File: config.mk
export PLATFORM = sky130hd
export DESIGN_NAME = fifo_sync_param
export DESIGN_NICKNAME = d
export VERILOG_FILES = /design/src/rtl/fifo_sync_param.sv
export SDC_FILE = /design/constraint.sdc
export NUM_CORES = 1
export LEC_CHECK = 0
export ABC_AREA = 1
export CAP_MARGIN = 20
export CORE_MARGIN = 10
export CORE_UTILIZATION = 54
export CTS_BUF_LIST = sky130_fd_sc_hd__clkbuf_8
export DETAILED_ROUTE_END_ITERATION = 10
export MAX_ROUTING_LAYER = met4
export PLACE_DENSITY = 0.9
export SYNTH_ARGS = -nofsm -noshare
export SYNTH_HDL_FRONTEND = slang
export SYNTH_SLANG_ARGS = --single-unit
File: constraint.sdc
create_clock -name clk -period 1.75 [get_ports clk]
set_input_delay 0.2625 -clock clk [delete_from_list [all_inputs] [get_ports clk]]
set_output_delay 0.2625 -clock clk [all_outputs]
set_load 0.01 [all_outputs]
File: src/rtl/fifo_sync_param.sv
// Parametrised single-clock FIFO with occupancy count, almost-full/empty
// thresholds, sticky overflow/underflow flags and optional first-word-fall-through.
module fifo_sync_param #(
  parameter int unsigned WIDTH     = 8,
  parameter int unsigned DEPTH     = 8,
  parameter int unsigned AF_THRESH = 6,
  parameter int unsigned AE_THRESH = 1,
  parameter int unsigned FWFT      = 0
) (
  input  logic                       clk,
  input  logic                       rst,
  input  logic                       WREN,
  input  logic                       RDEN,
  input  logic [WIDTH-1:0]           data_in,
  input  logic                       clr_err,
  output logic [WIDTH-1:0]           data_out,
  output logic                       full,
  output logic                       empty,
  output logic                       almost_full,
  output logic                       almost_empty,
  output logic [$clog2(DEPTH+1)-1:0] count,
  output logic                       overflow,
  output logic                       underflow
);

  localparam int unsigned CW = $clog2(DEPTH + 1);
  localparam int unsigned PW = (DEPTH > 1) ? $clog2(DEPTH) : 1;

  logic [WIDTH-1:0] mem [DEPTH];
  logic [PW-1:0]    wr_ptr;
  logic [PW-1:0]    rd_ptr;
  logic [PW-1:0]    wr_ptr_nxt;
  logic [PW-1:0]    rd_ptr_nxt;
  logic             wr_acc;
  logic             rd_acc;

  // Flags decode only the registered count, so inputs never reach them combinationally.
  always_comb begin
    full         = (count == CW'(DEPTH));
    empty        = (count == '0);
    almost_full  = (count >= CW'(AF_THRESH));
    almost_empty = (count <= CW'(AE_THRESH));
    wr_acc       = WREN & ~full;
    rd_acc       = RDEN & ~empty;
  end

  // Explicit wrap compare so non-power-of-two depths work.
  always_comb begin
    wr_ptr_nxt = (wr_ptr == PW'(DEPTH - 1)) ? '0 : wr_ptr + 1'b1;
    rd_ptr_nxt = (rd_ptr == PW'(DEPTH - 1)) ? '0 : rd_ptr + 1'b1;
  end

  always_ff @(posedge clk) begin
    if (!rst && wr_acc) begin
      mem[wr_ptr] <= data_in;
    end
  end

  always_ff @(posedge clk) begin
    if (rst) begin
      wr_ptr <= '0;
      rd_ptr <= '0;
      count  <= '0;
    end else begin
      if (wr_acc) wr_ptr <= wr_ptr_nxt;
      if (rd_acc) rd_ptr <= rd_ptr_nxt;
      case ({wr_acc, rd_acc})
        2'b10:   count <= count + 1'b1;
        2'b01:   count <= count - 1'b1;
        default: count <= count;
      endcase
    end
  end

  // Setting an error outranks clearing it in the same cycle.
  always_ff @(posedge clk) begin
    if (rst) begin
      overflow  <= 1'b0;
      underflow <= 1'b0;
    end else begin
      if (WREN && full)  overflow <= 1'b1;
      else if (clr_err)  overflow <= 1'b0;
      if (RDEN && empty) underflow <= 1'b1;
      else if (clr_err)  underflow <= 1'b0;
    end
  end

  generate
    if (FWFT != 0) begin : g_fwft
      assign data_out = mem[rd_ptr];
    end else begin : g_reg
      always_ff @(posedge clk) begin
        if (rst) begin
          data_out <= '0;
        end else if (rd_acc) begin
          data_out <= mem[rd_ptr];
        end
      end
    end
  endgenerate

endmodule

# Word level (Yosys, flattened, before mapping)
# Memories as Yosys holds them, arrays and structs flattened. A register that Yosys moved wholly into a read port is not among the register bits.
# Cells that the tools add are included.
# totals
regBits,12
latch_bits,0
ram_bits,64
romBits,0
inputBits,13
output_inout_bits,18
word_cells,37
memories,1
# op_classes
add_sub_neg,4
n_mul,0
n_div,0
magnitude_cmp,2
eq_ne,5
shift,0
n_mux,8
bitwise,4
n_reduce_logical,8
# memory_table
memory,words,word_bits,read_ports,rd_clocked_by_memory_dff,wr,line,rtl
mem,8,8,1,1,1,29,logic [WIDTH-1:0] mem [DEPTH];
# op_table
op,count
$pmux 4 s2,1
$add 3x1->3 const B,2
$eq 3x3->1 const B,2
$mux 3,2
$reduce_bool 2->1,3
$mux 1,5
$add 4x1->4 const B,1
$eq 4x4->1 const B,1
$ge 4x3->1 const B,1
$le 4x1->1 const B,1
$logic_not 4->1,1
$sub 4x1->4 const B,1
$logic_and 1x1->1,3
$and 1x1->1,2
$eq 2x1->1 const B,1
$eq 2x2->1 const B,1
$not 1->1,2
$logic_not 1->1,1

# Longest topological paths before layout
# depth
word_depth,6
mapped_depth,12

# Worst setup path before layout
# Ideal clock, no wire load.
# synth_timing
path_type,register to register
startpoint,register count[0]
endpoint,register count[3]
setup_ps,70
t_arrival_ps,1912
required_time_ps,1680
setup_slack_ps,-232
path_stages_with_launch,13
n_path_buf,1
period_less_slack_ps,1982
cell_sequence,dfxtp_1 > inv_1 > ha_1 > inv_1 > o21ai_2 > inv_2 > clkbuf_8 > ha_1 > nor2_1 > nand4_1 > nand2_1 > o21ai_0 > a21oi_1
# synth_between
elab_chain_cells,5
# synth_rtl
item,line,rtl
from (decl),21,"output logic [$clog2(DEPTH+1)-1:0] count,"
from (signal assigned),68,2'b10: count <= count + 1'b1;
from (signal assigned),69,2'b01: count <= count - 1'b1;
from (signal assigned),70,default: count <= count;
$eq 4x4->1 / $logic_not 4->1 (equally long branches),"39, 40",
"$not 1->1, on equally long branches","43, 44",
"$and 1x1->1, on equally long branches","43, 44",
$eq 2x1->1 / $eq 2x2->1 (equally long branches),67,"case ({wr_acc, rd_acc})"
$pmux 4 s2 / $reduce_bool 2->1 (equally long branches),n/a,
# Parallel ways exist; a longest one is shown, timed or not.
# A chain may end at the register's enable or synchronous reset.

# Final worst setup path
# Same ends and word-level chain as after synthesis.

==> impl_metrics.toml <==
[synthesis]
yosys_warnings = 0
synth.net_count = 401
synth_cells = 379
ys_seq_area_share_pct = 62.2
syn_area_mm2 = 0.00373
ys_ff_latch = 84
ys_types = 26
syn_avg_cell_area_um2 = 9.85

[critical_path]
path_cells = "inv_2, ha_4, inv_1, o21ai_2, inv_2, ha_4, nor2_1, nand4_1, nand2_1, o21ai_1, a21oi_1"
reg2reg_from = "count[0]"
startpoint_type = "register"
worstReg2RegEnd = "count[3]"
critPathArrivalTime_ps = 1990
worst-endpoint-required_ps = 2040
critPathTopFamily = "adder cells"
slowest_stage = "dfxtp_2"
crit_cells = 11
path_class = "register to register"
critPathCaptureType = "register"
path_buf_inv = 3
rrSetupSlack_ps = 50
r2r_cells = 11
cp_max_fo = 5
worst_path_largest_cell_delay_ps = 330

[die]
die_h_um = 103
ioPinCount = 31
initial_core_util_pct = 55.3
rows = 30
die_w_um = 103
design.core.area_mm2 = 0.00676
die-area_mm2 = 0.0106

[layout]
fin_util_pct = 64.8
fin_area_mm2 = 0.00438
layout_commonest_cell = "nand2_1"
drive_gt1_share_pct = 15.0
fillers = 494
seq_area_mm2 = 0.00232
fin_nets = 445
multi_input_area_mm2 = 0.00108
stdcell_count = 508
layout_common_cells = "98 x nand2_1, 64 x edfxtp_1, 60 x inv_1, 48 x nand3_1, 26 x clkdlybuf4s50_1"
antenna_cells = 0
areaGrowthSynthToFinish_pct = 17.2

[route]
wl_met3_um = 625
drt-initial-drc-count = 229
drtPass1Iterations = 4
via_count = 2786
wl_per_cell_um = 16.9
detail-route-antenna-nets = 0
wl_um = 8600
routed.top_layer = "met4"
wl_met1_um = 3730
wl_met2_um = 4130
drc = 0
viasPerCell = 5.48

[sta]
tightest_slew_ps = 407
rsz0062_at_grt = "yes"
layout_min_cycle_time_ps = 1700
hold_viol_final = 0
max_freq_mhz = 588
fin_crit_sh_pct = 97.3
relSlewSlack_pct = 72.8
drv_slew = 0
hold-worst-slack_ps = 467
setup_viol = 0
clock_skew_ps = 9.06

[min_path]
hold_depth = 2
hp-start = "data_out[6]"
hold_end = "data_out[6]"
min_path_type = "register to register"

[cts]
tritoncts = "built"
postCtsResizedCells = 7
clockBufferDepth = 2
cts_sinks = 84
cts_hold_buf = 0
clk_pin_slew_ps = 90
h-tree-depth = 3
cts-root-buf = "clkbuf_8"
clk_latency_ps = 360
numCtsBuffers = 9
post-cts-setup-buffers = 0

[pwr]
power.density_mw_per_mm2 = 1260
max-vdd-ir-drop_v = 0.000514
total_power_mw = 5.51
p_leak_nw = 1.85

[run_status]
status = "complete, no violations"

[placed_design]
dp_hpwl_um = 5990
placed_area_mm2 = 0.00419
gp_congestion = 0.863
dp.cells = 492
io_buffers = 30

[global_route]
track_usage_pct = 16.6
overflow = 0
grt_max_degree = 34
antenna_found_initial = 0
grt_pass1_wl_um = 13000
grt_pass1_vias = 2626

[flow_run]
cap_violations = 0
-- worst min-delay path: cells and delay by family, from the launching register on --
family / cells / cell delay [ps]
compound gates: 1 / 50
flops: 1 / 320
simple gates: 1 / 60
-- report_power, final --
| group | internal, mW | switching [mW] | total (mW) |
|---|---|---|---|
| combinational | 0.687 | 1.02 | 1.71 |
| clock | 0.666 | 0.719 | 1.39 |
| sequential | 2.30 | 0.106 | 2.41 |
| total | 3.66 | 1.85 | 5.51 |
-- layout make-up --
type / count / area share, %
multi-input combinational: 214 / 24.7
sequential: 84 / 53.1
clock buffer: 9 / 2.83
clock inverter: 7 / 1.77
tap: 80 / 2.29
timing repair buffer: 47 / 9.43
inverter: 67 / 5.83
-- kinds of logic (layout without fill, tap and decap cells) --
family          Yosys count  in the layout  synth area share (%)
buf+inv                  81            130                  10.1
compound gates           31             31                  4.56
simple gates            173            173                  19.9
fa+ha+maj                 9              9                  3.02
xor+xnor                  1              1                 0.235
flops                    84             84                  62.2
-- worst max path at each step --
stage	from	to	slack, ps
floorplan	count[0]	count[3]	8
global placement	WREN	mem[2][5]	-50
detailed placement	WREN	mem[3][2]	-100
CTS	count[1]	almost_full	8
global route	count[0]	count[3]	-70
finish	count[0]	count[3]	50
-- Yosys cell counts, drive strengths merged --
library cell    n  share of area, %
a21oi          20               2.9
buf            12               2.8
clkbuf          2              0.47
clkinv          2              0.23
dfxtp          20                11
edfxtp         64                51
ha              9               3.0
inv            65               6.6
nand2         102                11
nand3          50               7.0
nand4           2              0.33
nor2           18               1.8
nor3            1              0.13
o21ai          11               1.7
xor2            1              0.23
-- sequential cells by signal, summed over array words and instances (netlist names) --
| name | flops |
|---|---|
| wr_ptr | 3 |
| mem | 64 |
| rd_ptr | 3 |
| count | 4 |
| data_out | 8 |
| underflow | 1 |
| overflow | 1 |
-- per-layer routing --
metal,global-route usage (%),up-vias
li1,-,1311
met1,20.3,1325
met2,26.8,135
met3,3.28,15
met4,6.10,0
met5,-,-
-- stage by stage --
stage | setup WS [ps] | setup TNS [ps]
6_report | 48.0 | 0
5_1_grt | -65.4 | -457
4_1_cts | 8.07 | 0
3_5_place_dp | -95.4 | -5280
3_3_place_gp | -52.5 | -2610
2_1_floorplan | 8.06 | 0
Power figures use the tool's default switching activity.
